<file path="config.mk">
export PLATFORM = sky130hd
export DESIGN_NAME = fix_order_serializer
export DESIGN_NICKNAME = d
export VERILOG_FILES = /design/src/rtl/fix_serializer_pkg.sv /design/src/rtl/fix_tag_rom.sv /design/src/rtl/fix_order_serializer.sv
export SDC_FILE = /design/constraint.sdc
export NUM_CORES = 1
export LEC_CHECK = 0
export CELL_PAD_IN_SITES_DETAIL_PLACEMENT = 1
export CELL_PAD_IN_SITES_GLOBAL_PLACEMENT = 2
export CORE_MARGIN = 10
export CORE_UTILIZATION = 33
export CTS_CLUSTER_DIAMETER = 100
export CTS_CLUSTER_SIZE = 14
export DETAILED_ROUTE_END_ITERATION = 8
export GPL_TIMING_DRIVEN = 1
export HOLD_SLACK_MARGIN = 0.12
export PLACE_DENSITY = 0.91
export REMOVE_ABC_BUFFERS = 1
export SKIP_CTS_REPAIR_TIMING = 1
export SYNTH_ARGS = -nofsm -noshare
export SYNTH_HDL_FRONTEND = slang
export SYNTH_HIERARCHICAL = 1
export SYNTH_SLANG_ARGS = --single-unit
</file>
<file path="constraint.sdc">
create_clock -name clk -period 38.1 [get_ports clk]
set_input_delay 11.43 -clock clk [delete_from_list [all_inputs] [get_ports clk]]
set_output_delay 11.43 -clock clk [all_outputs]
set_load 0.01 [all_outputs]
</file>
<file path="src/rtl/fix_serializer_pkg.sv">
// Shared constants, group tables and body-length helper for the FIX body serializer.
package fix_serializer_pkg;

    localparam logic [7:0]  SOH_DEFAULT = 8'h01;
    localparam logic [7:0]  EQ_CHAR     = 8'h3D;
    localparam int unsigned NUM_GROUPS  = 11;
    localparam int unsigned TAG_W       = 40;

    typedef enum logic [3:0] {
        GRP_MSGTYPE   = 4'd0,
        GRP_SENDER    = 4'd1,
        GRP_TARGET    = 4'd2,
        GRP_TARGETSUB = 4'd3,
        GRP_CLORDID   = 4'd4,
        GRP_ORDERID   = 4'd5,
        GRP_ACCOUNT   = 4'd6,
        GRP_PRICE     = 4'd7,
        GRP_QTY       = 4'd8,
        GRP_ORDTYPE   = 4'd9,
        GRP_EXCODE    = 4'd10
    } groupT;

    // Tag digits are right-justified; the MS tag char sits at byte TAG_LEN-1.
    localparam logic [TAG_W-1:0] TAG_STR [NUM_GROUPS] = '{
        40'("35"), 40'("49"), 40'("56"), 40'("57"), 40'("11"), 40'("37"),
        40'("1"),  40'("44"), 40'("38"), 40'("40"), 40'("10000")
    };
    localparam logic [3:0] TAG_LEN [NUM_GROUPS] = '{
        4'd2, 4'd2, 4'd2, 4'd2, 4'd2, 4'd2, 4'd1, 4'd2, 4'd2, 4'd2, 4'd5
    };
    localparam logic [3:0] VAL_LEN [NUM_GROUPS] = '{
        4'd1, 4'd7, 4'd4, 4'd1, 4'd12, 4'd5, 4'd7, 4'd9, 4'd3, 4'd1, 4'd1
    };

    // Each group is tag + '=' + value + SOH; the exchange-code group is last.
    function automatic int unsigned bodyLen(input bit includeExcode);
        int unsigned n;
        n = 0;
        for (int unsigned g = 0; g < NUM_GROUPS; g++) begin
            if (includeExcode || (g != NUM_GROUPS - 1))
                n = n + 32'(TAG_LEN[g]) + 32'(VAL_LEN[g]) + 2;
        end
        return n;
    endfunction

endpackage

</file>
<file path="src/rtl/fix_tag_rom.sv">
// Combinational lookup of tag byte ('=' after the digits) and field lengths per group.
module fix_tag_rom
    import fix_serializer_pkg::*;
(
    input  logic [3:0] grp,
    input  logic [3:0] idx,
    output logic [7:0] tagByte,
    output logic [3:0] tagLen,
    output logic [3:0] valLen
);

    logic [3:0] tagDiff;

    always_comb begin
        tagByte = 8'h00;
        tagLen  = 4'd0;
        valLen  = 4'd0;
        tagDiff = 4'd0;
        if (grp < 4'(NUM_GROUPS)) begin
            tagLen  = TAG_LEN[grp];
            valLen  = VAL_LEN[grp];
            tagDiff = tagLen - idx - 4'd1;
            if (idx == tagLen)
                tagByte = EQ_CHAR;
            else if (idx < tagLen)
                tagByte = 8'(TAG_STR[grp] >> {tagDiff, 3'b000});
        end
    end

endmodule

</file>
<file path="src/rtl/fix_order_serializer.sv">
// Serializes one decoded order into a FIX body byte stream with running mod-256 checksum.
module fix_order_serializer
    import fix_serializer_pkg::*;
#(
    parameter bit         INCLUDE_EXCODE = 1'b1,
    parameter logic [7:0] SOH            = SOH_DEFAULT
) (
    input  logic        clk,
    input  logic        reset,
    input  logic        in_valid,
    output logic        in_ready,
    input  logic [7:0]  MsgType,
    input  logic [71:0] Price,
    input  logic [23:0] OrderQty,
    input  logic [7:0]  TwseOrdType,
    input  logic [7:0]  TwseExCode,
    input  logic [55:0] SenderCompID,
    input  logic [31:0] TargetCompID,
    input  logic [7:0]  TargetSubID,
    input  logic [95:0] ClOrdID,
    input  logic [39:0] OrderID,
    input  logic [55:0] Account,
    output logic [7:0]  out_tdata,
    output logic        out_tvalid,
    input  logic        out_tready,
    output logic        out_tlast,
    output logic [7:0]  cksum,
    output logic        cksum_valid,
    output logic [7:0]  body_len
);

    localparam int unsigned BODY_LEN = bodyLen(INCLUDE_EXCODE);
    localparam logic [3:0]  LAST_GRP = INCLUDE_EXCODE ? GRP_EXCODE : GRP_ORDTYPE;

    localparam logic [1:0] S_IDLE = 2'd0;
    localparam logic [1:0] S_TAG  = 2'd1;
    localparam logic [1:0] S_VAL  = 2'd2;
    localparam logic [1:0] S_DLM  = 2'd3;

    logic [1:0]  state, nxtState;
    logic [3:0]  grp, nxtGrp, idx, nxtIdx;
    logic [3:0]  curTagLen, curValLen;
    logic [7:0]  acc;
    logic        capture, step, nxtLast;
    logic [7:0]  romTagByte, valByte, nxtByte;
    logic [3:0]  romTagLen, romValLen, valDiff;
    logic [95:0] fieldSel;

    logic [7:0]  msgTypeQ, ordTypeQ, exCodeQ, targetSubQ;
    logic [71:0] priceQ;
    logic [23:0] orderQtyQ;
    logic [55:0] senderQ, accountQ;
    logic [31:0] targetQ;
    logic [95:0] clOrdIdQ;
    logic [39:0] orderIdQ;

    assign capture  = in_valid && in_ready;
    assign step     = out_tvalid && out_tready;
    assign body_len = 8'(BODY_LEN);

    always_ff @(posedge clk or posedge reset) begin
        if (reset) begin
            state <= S_IDLE;
            grp   <= 4'd0;
            idx   <= 4'd0;
        end else begin
            state <= nxtState;
            grp   <= nxtGrp;
            idx   <= nxtIdx;
        end
    end

    // Position of the byte to present next; only moves on capture or handshake.
    always_comb begin
        nxtState = state;
        nxtGrp   = grp;
        nxtIdx   = idx;
        case (state)
            S_IDLE: if (capture) begin
                nxtState = S_TAG;
                nxtGrp   = 4'd0;
                nxtIdx   = 4'd0;
            end
            S_TAG: if (step) begin
                if (idx == curTagLen) begin
                    nxtState = S_VAL;
                    nxtIdx   = 4'd0;
                end else
                    nxtIdx = idx + 4'd1;
            end
            S_VAL: if (step) begin
                if (idx == curValLen - 4'd1) begin
                    nxtState = S_DLM;
                    nxtIdx   = 4'd0;
                end else
                    nxtIdx = idx + 4'd1;
            end
            S_DLM: if (step) begin
                nxtIdx = 4'd0;
                if (grp == LAST_GRP) begin
                    nxtState = S_IDLE;
                    nxtGrp   = 4'd0;
                end else begin
                    nxtState = S_TAG;
                    nxtGrp   = grp + 4'd1;
                end
            end
            default: nxtState = S_IDLE;
        endcase
    end

    fix_tag_rom uRom (
        .grp     (nxtGrp),
        .idx     (nxtIdx),
        .tagByte (romTagByte),
        .tagLen  (romTagLen),
        .valLen  (romValLen)
    );

    // Value characters are taken MS char first from the latched field.
    always_comb begin
        case (nxtGrp)
            GRP_MSGTYPE:   fieldSel = 96'(msgTypeQ);
            GRP_SENDER:    fieldSel = 96'(senderQ);
            GRP_TARGET:    fieldSel = 96'(targetQ);
            GRP_TARGETSUB: fieldSel = 96'(targetSubQ);
            GRP_CLORDID:   fieldSel = clOrdIdQ;
            GRP_ORDERID:   fieldSel = 96'(orderIdQ);
            GRP_ACCOUNT:   fieldSel = 96'(accountQ);
            GRP_PRICE:     fieldSel = 96'(priceQ);
            GRP_QTY:       fieldSel = 96'(orderQtyQ);
            GRP_ORDTYPE:   fieldSel = 96'(ordTypeQ);
            GRP_EXCODE:    fieldSel = 96'(exCodeQ);
            default:       fieldSel = '0;
        endcase
        valDiff = romValLen - nxtIdx - 4'd1;
        valByte = (nxtIdx < romValLen) ? 8'(fieldSel >> {valDiff, 3'b000}) : 8'h00;
        case (nxtState)
            S_TAG:   nxtByte = romTagByte;
            S_VAL:   nxtByte = valByte;
            S_DLM:   nxtByte = SOH;
            default: nxtByte = 8'h00;
        endcase
        nxtLast = (nxtState == S_DLM) && (nxtGrp == LAST_GRP);
    end

    always_ff @(posedge clk or posedge reset) begin
        if (reset) begin
            in_ready    <= 1'b1;
            out_tvalid  <= 1'b0;
            out_tlast   <= 1'b0;
            out_tdata   <= 8'h00;
            cksum       <= 8'h00;
            cksum_valid <= 1'b0;
            acc         <= 8'h00;
            curTagLen   <= 4'd0;
            curValLen   <= 4'd0;
            msgTypeQ    <= '0;
            priceQ      <= '0;
            orderQtyQ   <= '0;
            ordTypeQ    <= '0;
            exCodeQ     <= '0;
            senderQ     <= '0;
            targetQ     <= '0;
            targetSubQ  <= '0;
            clOrdIdQ    <= '0;
            orderIdQ    <= '0;
            accountQ    <= '0;
        end else begin
            cksum_valid <= 1'b0;
            if (capture || step) begin
                out_tdata  <= nxtByte;
                out_tlast  <= nxtLast;
                out_tvalid <= (nxtState != S_IDLE);
                curTagLen  <= romTagLen;
                curValLen  <= romValLen;
            end
            if (capture) begin
                in_ready   <= 1'b0;
                acc        <= 8'h00;
                msgTypeQ   <= MsgType;
                priceQ     <= Price;
                orderQtyQ  <= OrderQty;
                ordTypeQ   <= TwseOrdType;
                exCodeQ    <= TwseExCode;
                senderQ    <= SenderCompID;
                targetQ    <= TargetCompID;
                targetSubQ <= TargetSubID;
                clOrdIdQ   <= ClOrdID;
                orderIdQ   <= OrderID;
                accountQ   <= Account;
            end
            if (step) begin
                acc <= acc + out_tdata;
                if (out_tlast) begin
                    cksum       <= acc + out_tdata;
                    cksum_valid <= 1'b1;
                    in_ready    <= 1'b1;
                end
            end
        end
    end

endmodule
</file>
## After elaboration in Yosys (flattened, before gate mapping)

Memory sizes are Yosys's and may differ from the RTL's.
Cells that the tools add are included.

| storage, ports and cells | value |
|---|---|
| register bits after elaboration | 454 |
| ROM bits | 768 |
| bits of input ports | 412 |
| output and inout port bits | 28 |
| word-level logic and storage cells | 110 |
| memories kept | 3 |

Memories:

| memory | words | width | rd ports | clocked after Yosys merged registers in | write ports | line | source |
|---|---|---|---|---|---|---|---|
| (name not given) | 16 | 40 | 1 | 0 | 0 | fix_tag_rom.sv:26 | `tagByte = 8'(TAG_STR[grp] >> {tagDiff, 3'b000});` |
| (name not given) | 16 | 4 | 1 | 0 | 0 | fix_tag_rom.sv:20 | `tagLen = TAG_LEN[grp];` |
| (name not given) | 16 | 4 | 1 | 0 | 0 | fix_tag_rom.sv:21 | `valLen = VAL_LEN[grp];` |

| operators by class | value |
|---|---|
| add/sub/neg operators | 8 |
| magnitude comparators | 4 |
| eq/ne operators | 20 |
| shift-type cells | 2 |
| muxes and demuxes | 40 |
| bitwise logic cells | 1 |
| reduce and logical (&&, ||, !) cells | 9 |

Operators by type and width:

| kind | number |
|---|---|
| case mux 96 bit (11 select lines) | 1 |
| >> shifter 96 x 7 -> 8 bit | 1 |
| 2-to-1 mux 40 bit | 2 |
| 2-to-1 mux 4 bit | 15 |
| 2-to-1 mux 8 bit | 6 |
| >> shifter 40 x 7 -> 8 bit | 1 |
| case mux 8 bit (3 select lines) | 1 |
| == test 4 x 3 -> 1 bit (second input constant) | 4 |
| == test 4 bit (second input constant) | 4 |
| case mux 4 bit (4 select lines) | 1 |
| == test 4 bit | 3 |
| 2-to-1 mux 2 bit | 6 |
| subtractor 4 x 1 -> 4 bit (second input constant) | 3 |
| adder 4 x 1 -> 4 bit (second input constant) | 2 |
| adder 8 bit | 1 |
| == test 2 bit (second input constant) | 4 |
| == test 4 x 2 -> 1 bit (second input constant) | 2 |
| less-than comparator 4 bit | 2 |
| case mux 2 bit (4 select lines) | 1 |
| case mux 4 bit (2 select lines) | 1 |
| subtractor 4 bit | 2 |
| 2-to-1 mux 1 bit | 6 |
| >= comparator 5 bit (second input constant) | 1 |
| NOT 4 -> 5 bit | 1 |
| 9 further kinds | 13 |

## Depth between registers and ports, before layout

Gate-level depths: netlist (run 1).

| depth | value |
|---|---|
| depth in word-level cells | 15 |
| depth in mapped cells | 28 |
| depth with buffers taken out | 24 |

## Cells and area by module

The synthesis (run 1) kept the hierarchy.

By module, submodules not included:

| module | instances | cells an instance | area each (µm²) | sequential area each (µm²) |
|---|---|---|---|---|
| fix_order_serializer | 1 | 2,614 | 21,520.6 | 11,362.1 |
| fix_tag_rom | 1 | 86 | 635.6 | 0.0 |

## Worst setup path before layout (run 1)

OpenSTA, ideal clock, no wires.

| path | value |
|---|---|
| kind | input port to flip-flop |
| start | input out_tready |
| end | register out_tdata[5] |
| setup time | 0.134 ns |
| data arrival time | 15.449 ns |
| required time | 37.966 ns |
| path slack | 22.517 ns |
| stages on the path | 25 |
| buffers on the path | 4 |
| cells stage by stage | and2_1 buf_2 a32o_1 nor2_1 inv_1 buf_2 buf_2 buf_1 inv_1 ha_1 nand2_1 nor2_1 a21oi_1 o21ai_1 inv_1 ha_1 a21o_1 a21oi_1 xor2_1 nand2_1 a221o_1 a211oi_1 a211oi_1 a21oi_1 o21ai_1 |

| on the way | value |
|---|---|
| elaborated cells between the ends (all ways) | 53 |

RTL lines:

| what | line | source |
|---|---|---|
| from (decl) | fix_order_serializer.sv:25 | `input logic out_tready,` |
| logical AND 1 bit * | fix_order_serializer.sv:58 | `assign step = out_tvalid && out_tready;` |
| 2-to-1 mux 4 bit * | fix_order_serializer.sv:98 | `S_DLM: if (step) begin` |
| case mux 4 bit (2 select lines) * | fix_order_serializer.sv:78 | `case (state)` |
| net nxtGrp[1] | fix_order_serializer.sv:41 | `logic [3:0] grp, nxtGrp, idx, nxtIdx;` |
| NOT 4 -> 5 bit (implied by the code) | fix_tag_rom.sv:21 |  |
| memory (16 x 4 bit) | - |  |
| 2-to-1 mux 4 bit (implied by the code) (2 in series) | fix_tag_rom.sv:21 |  |
| 2-to-1 mux 4 bit * | fix_tag_rom.sv:19 | `if (grp < 4'(NUM_GROUPS)) begin` |
| net romValLen[1] | fix_order_serializer.sv:46 | `logic [3:0] romTagLen, romValLen, valDiff;` |
| subtractor 4 bit | fix_order_serializer.sv:136 | `valDiff = romValLen - nxtIdx - 4'd1;` |
| subtractor 4 x 1 -> 4 bit | fix_order_serializer.sv:136 |  |
| >> shifter 96 x 7 -> 8 bit | fix_order_serializer.sv:137 | `valByte = (nxtIdx < romValLen) ? 8'(fieldSel >> {valDiff, 3'b000}) : 8'h00;` |
| 2-to-1 mux 8 bit * | fix_order_serializer.sv:137 |  |
| case mux 8 bit (3 select lines) * | fix_order_serializer.sv:138 | `case (nxtState)` |
| to (signal assigned) | fix_order_serializer.sv:172 | `out_tdata <= nxtByte;` |
| to (decl) | fix_order_serializer.sv:23 | `output logic [7:0] out_tdata,` |

Mark *: on every way through the listed nets, which the timed path passes. The rest lies on a longest branch. The select of a mux whose other input is x is not followed.
A chain may end at the register's enable or synchronous reset.

## Worst setup path after layout (run 1)

| path | value |
|---|---|
| start | input out_tready |
| end | register out_tdata[5] |

| on the way | value |
|---|---|
| elaborated cells between the ends (all ways) | 53 |

RTL lines:

| what | line |
|---|---|
| logical AND 1 bit * | fix_order_serializer.sv:58 |
| 2-to-1 mux 4 bit * | fix_order_serializer.sv:98 |
| case mux 4 bit (2 select lines) * | fix_order_serializer.sv:78 |
| NOT 4 -> 5 bit (implied by the code) | fix_tag_rom.sv:21 |
| memory (16 x 4 bit) | - |
| 2-to-1 mux 4 bit (implied by the code) (2 in series) | fix_tag_rom.sv:21 |
| 2-to-1 mux 4 bit * | fix_tag_rom.sv:19 |
| net romValLen[1] | fix_order_serializer.sv:46 |
| subtractor 4 bit | fix_order_serializer.sv:136 |
| subtractor 4 x 1 -> 4 bit | fix_order_serializer.sv:136 |
| >> shifter 96 x 7 -> 8 bit | fix_order_serializer.sv:137 |
| 2-to-1 mux 8 bit * | fix_order_serializer.sv:137 |
| case mux 8 bit (3 select lines) * | fix_order_serializer.sv:138 |

Marks and branches as above.

==> results.py, run 1 <==
metrics = {
    "outcome": {
        "status": "finished clean",
    },
    "global_routing": {
        "track_usage_pct": 24.1,
        "gr-total-overflow": 0,
        "grt_pass1_vias": 22906,
        "antenna_found_initial": 2,
        "grt_max_degree": 125,
        "grt_pass1_wl_microns": 144000,
    },
    "timing": {
        "fin_tns_setup_ns": 0,
        "relSlewSlack_pct": 22.4,
        "clock.fmax_mhz": 56.4,
        "slew_violations": 0,
        "hold_viol": 0,
        "fin_crit_sh_pct": 46.6,
        "tightest_slew_ns": 1.16,
        "period_minus_slack_ns": 17.74,
        "whs_ns": 0.476,
        "finalSetupViolations": 0,
        "skew_ns": 0.0378,
        "rsz0062_at_grt": "false",
    },
    "clock_network": {
        "clk_pin_slew_ns": 0.07,
        "clk_latency_ns": 0.60,
        "clock-sinks": 454,
        "cts_tree": "done",
        "h-tree-depth": 2,
        "numCtsBuffers": 39,
        "clock-root-buffer": "clkbuf_16",
        "cts.path.max_buffers": 3,
    },
    "logic_synthesis": {
        "ys.flop_type": "dfrtp_1",
        "muxShareOfSynthArea_pct": 1.51,
        "synth-seq-cells": 454,
        "synth_top_family_by_area": "simple AND/OR/NAND/NOR gates",
        "seq_area_frac_synth_pct": 51.3,
        "synthAdderAreaFrac_pct": 2.02,
        "ys_warn_count": 6,
        "synth_area_leaders": "dfrtp_1 (51%), nand2_1 (24%), clkbuf_1 (2.0%)",
        "synth_xor_area_share_pct": 0.870,
        "netlist_area_sq_um": 22200,
        "syn-mean-instance-area_sq_um": 8.21,
        "synth_compound_area_share_pct": 11.7,
        "synth_edf_count": 0,
        "synth_simple_gate_area_share_pct": 28.1,
        "synth_top_area_share_pct": 51.2,
        "ys_types": 84,
        "synth_top_area_cell": "dfrtp_1",
        "ys_async_sr_fraction_pct": 100,
        "synth.most_common_cell": "nand2_1",
        "synth_commonest_cells": "nand2_1 (1413), dfrtp_1 (453), clkbuf_1 (121)",
        "synthCells": 2700,
    },
    "final_layout": {
        "layout-drive-gt1-share_pct": 4.11,
        "nets": 3476,
        "syn_to_final_growth_pct": 27.1,
        "fillers": 7777,
        "final_cells": 3906,
        "antenna_cells": 0,
    },
    "placed_design": {
        "dp.cells": 3853,
        "place_hpwl_microns": 70700,
        "gp_congestion": 0.881,
        "io_buffer_count": 431,
    },
    "min_path": {
        "hold_class": "register to register",
    },
    "power_and_ir_drop": {
        "p_leak_nw": 13.7,
        "power_density_nw_per_um2": 43.2,
        "intPower_mw": 0.838,
        "total_power_mw": 1.22,
        "seqPwrFrac_pct": 47.0,
        "clkPwrFrac_pct": 31.5,
        "swShare_pct": 31.1,
        "p_switching_mw": 0.379,
        "ir_drop_uv": 32.0,
        "p_comb_share_pct": 21.6,
    },
    "flow_run": {
        "drv_cap": 0,
    },
    "routing": {
        "wl_per_cell_microns": 24.5,
        "wl_microns": 95800,
        "drt-initial-drc-count": 1640,
        "drtAntennaViolNets": 0,
        "drtPass1Iterations": 5,
        "num_vias": 20700,
        "viasPerCell": 5.30,
        "drcViolationCount": 0,
    },
    "floorplan": {
        "core-area_sq_um": 66200,
        "rows": 94,
        "fp.dieH_microns": 279,
        "die_area_sq_um": 77900,
        "io_pins": 440,
        "dieWidth_microns": 279,
        "start_util_pct": 33.5,
    },
    "worst_setup_path": {
        "cp.required_ns": 38.57,
        "end_kind": "register",
        "path_max_fanout": 38,
        "crit_path_start_kind": "input pin",
        "cp.arrival_ns": 18.21,
        "critPathKind": "input pin to register",
    },
}
==> layout by cell type, fill, tap and decap left out, drive strengths merged, types with 8 or more instances in the layout <==
cell	count
a31oi	14
clkdlybuf4s50	431
nand2	1415
mux2i	23
a22o	20
conb	11
nor3	16
a22oi	39
buf	32
xor2	8
a221oi	44
xnor2	14
nor2	44
a32oi	10
a21oi	69
clkbuf	49
and3	10
inv	36
o21ai	66
o2bb2ai	10
a222oi	9
dfrtp	453
nand3	58
ha	31
==> logic make-up (layout without fill, tap and decap cells) <==
logic type | count (synthesis) | in the layout
other cells | 3 | 11
flops | 454 | 454
fa+ha+maj | 34 | 34
simple gates | 1576 | 1576
buf+inv | 218 | 552
mux | 30 | 30
xor+xnor | 22 | 22
compound gates | 363 | 363
==> per-layer routing <==
metal,global-route usage [%],part of all wire [%]
met2,43.5,51
met1,28.6,41
met5,0,0.023
met3,4.10,5.2
met4,7.50,3.0
==> power groups by stage <==
| stage | Sequential (mW) | Combinational [mW] | Clock (mW) |
|---|---|---|---|
| after floorplan | 0.563 | 0.146 | 0 |
| final | 0.572 | 0.262 | 0.383 |
| after global placement | 0.578 | 0.251 | 0 |
| after CTS | 0.571 | 0.262 | 0.389 |
| after detailed placement | 0.580 | 0.260 | 0 |
| after global routing | 0.577 | 0.290 | 0.407 |
==> path summary, 6_finish.rpt <==
path                              start           end  slack (ns)  depth (start not counted)
max in group asynchronous         reset   senderQ[14]       23.55                          5
max reg2reg                    state[1]  out_tdata[5]       30.94                         25
min in group asynchronous         reset  orderIdQ[39]       11.40                          2
min reg2reg                clOrdIdQ[43]  clOrdIdQ[43]        0.48                          2
min                        clOrdIdQ[43]  clOrdIdQ[43]        0.48                          2
max                          out_tready  out_tdata[5]       20.36                         24
==> worst max-delay path, stage by stage <==
cell and delay [ns]:
clkdlybuf4s50_1 0.55, and2_1 0.53, nand2_1 0.11, o311a_2 0.34, buf_4 0.33, inv_2 0.36
buf_4 0.62, inv_1 0.18, ha_1 0.32, nand2_1 0.12, nor2_1 0.05, a21oi_1 0.14
o21ai_1 0.16, inv_1 0.13, ha_1 0.24, a21o_1 0.16, a21oi_1 0.26, xor2_1 0.69
nand2_1 0.22, a221o_1 0.33, a211oi_1 0.28, a211oi_1 0.15, a21oi_1 0.33, o21ai_1 0.13
==> area by class of cell <==
cell class | count | area, sq um | share of cell area, %
inverter | 36 | 144 | 0.511
tap | 864 | 1080 | 3.84
timing repair buffer | 463 | 4550 | 16.2
sequential | 454 | 11400 | 40.4
clock inverter | 4 | 50.0 | 0.178
clock buffer | 49 | 1040 | 3.71
multi-input combinational | 2036 | 9920 | 35.2
==> sequential cells by signal (all words and copies together) (netlist names), 2 cells and up <==
| register | count |
|---|---|
| curValLen | 4 |
| state | 2 |
| cksum | 8 |
| orderIdQ | 40 |
| idx | 4 |
| clOrdIdQ | 96 |
| acc | 8 |
| targetSubQ | 8 |
| senderQ | 56 |
| priceQ | 72 |
| curTagLen | 4 |
| msgTypeQ | 8 |
| accountQ | 56 |
| targetQ | 32 |
| ordTypeQ | 8 |
| out_tdata | 8 |
| exCodeQ | 8 |
| orderQtyQ | 24 |
| grp | 4 |
==> stage by stage <==
step / cell area (sq um) / worst slack, ns / utilization (%)
4_1_cts: 28200 / 20.45 / 42.5
3_5_place_dp: 27100 / 19.88 / 40.9
5_1_grt: 28200 / 20.14 / 42.5
6_report: 28200 / 20.36 / 42.5
3_3_place_gp: 27100 / 20.22 / 40.9
2_1_floorplan: 21300 / 14.02 / -
No activity file was read; power rests on OpenSTA's default activity.
==> run 2, diff against run 1 <==
--- a/config.mk
+++ b/config.mk
@@ -8,13 +8,13 @@
 export CELL_PAD_IN_SITES_DETAIL_PLACEMENT = 1
 export CELL_PAD_IN_SITES_GLOBAL_PLACEMENT = 2
 export CORE_MARGIN = 10
-export CORE_UTILIZATION = 33
+export CORE_UTILIZATION = 27
 export CTS_CLUSTER_DIAMETER = 100
 export CTS_CLUSTER_SIZE = 14
 export DETAILED_ROUTE_END_ITERATION = 8
 export GPL_TIMING_DRIVEN = 1
 export HOLD_SLACK_MARGIN = 0.12
-export PLACE_DENSITY = 0.91
+export PLACE_DENSITY = 0.8
 export REMOVE_ABC_BUFFERS = 1
 export SKIP_CTS_REPAIR_TIMING = 1
 export SYNTH_ARGS = -nofsm -noshare
==> constraint.sdc (replaced) <==
create_clock -name clk -period 15.4 [get_ports clk]
set_input_delay 4.62 -clock clk [delete_from_list [all_inputs] [get_ports clk]]
set_output_delay 4.62 -clock clk [all_outputs]
set_load 0.01 [all_outputs]
==> run 2 against run 1 <==
  * Setup slack worse by 16 ns
  * Sequential power is 150% higher
  * Utilization fell by 7.4 points
  * Via count decreased by 0.65%
==> results.py, run 2 (synthesized netlist as in run 1, its figures left out) <==
metrics = {
    "outcome": {
        "status": "finished clean",
    },
    "worst_setup_path": {
        "end_kind": "register",
        "rr_worst_depth": 18,
        "crit_path_start_kind": "input pin",
        "rr_endpoint": "out_tdata[1]",
        "cp.required_ns": 15.87,
        "endpoint": "out_tdata[1]",
        "regToRegStartpoint": "state[0]",
        "setup.worst_path.start": "out_tready",
        "cp.arrival_ns": 11.22,
        "regToRegSetupSlack_ns": 8.18,
        "critPathKind": "input pin to register",
        "path_max_fanout": 61,
    },
    "clock_network": {
        "clock-sinks": 454,
        "clk_pin_slew_ns": 0.07,
        "cts.path.max_buffers": 3,
        "clk_latency_ns": 0.60,
        "clock-root-buffer": "clkbuf_16",
        "numCtsBuffers": 39,
        "h-tree-depth": 2,
        "cts_tree": "done",
    },
    "floorplan": {
        "die_area_sq_um": 93900,
        "core-area_sq_um": 80900,
        "dieWidth_microns": 306,
        "fp.dieH_microns": 306,
        "io_pins": 440,
        "rows": 104,
        "start_util_pct": 27.4,
    },
    "global_routing": {
        "antenna_found_initial": 8,
        "grt_max_degree": 161,
        "grt_pass1_wl_microns": 150000,
        "track_usage_pct": 21.0,
        "grt_pass1_vias": 22419,
        "gr-total-overflow": 0,
    },
    "routing": {
        "drcViolationCount": 0,
        "wl_per_cell_microns": 24.6,
        "viasPerCell": 5.01,
        "drtPass1Iterations": 5,
        "drtAntennaViolNets": 0,
        "wl_microns": 101000,
        "num_vias": 20566,
        "drt-initial-drc-count": 1529,
    },
    "placed_design": {
        "placed_area_sq_um": 27300,
        "io_buffer_count": 431,
        "place_hpwl_microns": 74400,
        "gp_congestion": 0.854,
        "dp.cells": 4049,
        "dp_slack_ns": 4.09,
    },
    "timing": {
        "clock.fmax_mhz": 93.0,
        "finalSetupViolations": 0,
        "layout_setup_ws_ns": 4.65,
        "hold_viol": 0,
        "fin_crit_sh_pct": 69.8,
        "rsz0062_at_grt": "false",
        "whs_ns": 0.473,
        "tightest_slew_ns": 1.21,
        "skew_ns": 0.0225,
        "relSlewSlack_pct": 19.3,
        "period_minus_slack_ns": 10.75,
        "slew_violations": 0,
    },
    "final_layout": {
        "fin_area_sq_um": 28400,
        "syn_to_final_growth_pct": 28.4,
        "final_common_cell": "nand2_1",
        "regMostFlops": "clOrdIdQ",
        "largest_reg_flops": 96,
        "mostFrequentLayoutCells": "nand2_1 (1412), dfrtp_1 (453), clkdlybuf4s50_1 (431), a21oi_1 (67), o21ai_0 (58)",
        "top_regs": "clOrdIdQ x96, priceQ x72",
        "layout-drive-gt1-share_pct": 4.14,
        "final_cells": 4107,
        "nets": 3476,
    },
    "power_and_ir_drop": {
        "ir_drop_uv": 63.9,
        "power_density_nw_per_um2": 106,
        "p_leak_nw": 13.7,
        "total_power_mw": 3.03,
    },
    "flow_run": {
        "drv_cap": 0,
    },
    "min_path": {
        "hold_class": "register to register",
        "min_path_cells": 2,
    },
}
==> run 2: worst min-delay path by stage <==
stage	endpoint	start	slack (ns)
2_1_floorplan	accountQ[6]	accountQ[6]	0.44
3_3_place_gp	targetSubQ[4]	targetSubQ[4]	0.46
3_5_place_dp	accountQ[6]	accountQ[6]	0.46
4_1_cts	accountQ[6]	accountQ[6]	0.48
5_1_grt	priceQ[70]	priceQ[70]	0.50
6_report	senderQ[18]	senderQ[18]	0.47
==> run 2: through the flow <==
step | setup TNS (ns) | utilization [%]
floorplan | -848.82 | -
CTS | 0 | 35.1
global route | 0 | 35.1
finish | 0 | 35.1
global placement | 0 | 33.8
detailed placement | 0 | 33.8
==> run 2: critical path, stage by stage <==
cell,delay (ns)
clkdlybuf4s50_1,0.52
and2_1,0.52
a32o_1,0.31
nor2_4,0.04
buf_4,0.28
inv_4,0.46
buf_4,0.54
inv_1,0.17
ha_1,0.29
o22ai_1,0.45
ha_4,0.76
clkinv_1,0.91
a221oi_1,0.48
a41oi_1,0.18
a221oi_1,0.40
o21a_1,0.16
o21ai_1,0.06
==> run 2: area by class of cell <==
type	count	area, sq um
Clock buffer	48	1040
Inverter	36	146
Multi-Input combinational cell	2036	9940
Antenna cell	5	12.5
Tap cell	1060	1330
Fill cell	9620	52500
Sequential cell	454	11400
Clock inverter	5	51.3
Timing Repair Buffer	463	4570
==> run 2: power by group <==
part | leakage, nW | switching, mW | internal [mW]
combinational | 7.21 | 0.375 | 0.287
clock | 0.526 | 0.475 | 0.477
sequential | 5.98 | 0.102 | 1.31
==> run 2: layer usage <==
| metal | global-route usage (%) | up-vias | share of wire [%] | routed length [microns] |
|---|---|---|---|---|
| li1 | - | 9451 | - | - |
| met1 | 26.0 | 10496 | 42 | 42600 |
| met2 | 37.0 | 507 | 50 | 51000 |
| met3 | 4.14 | 106 | 5.3 | 5410 |
| met4 | 5.38 | 6 | 2.2 | 2200 |
| met5 | 0 | - | 0.036 | 36 |
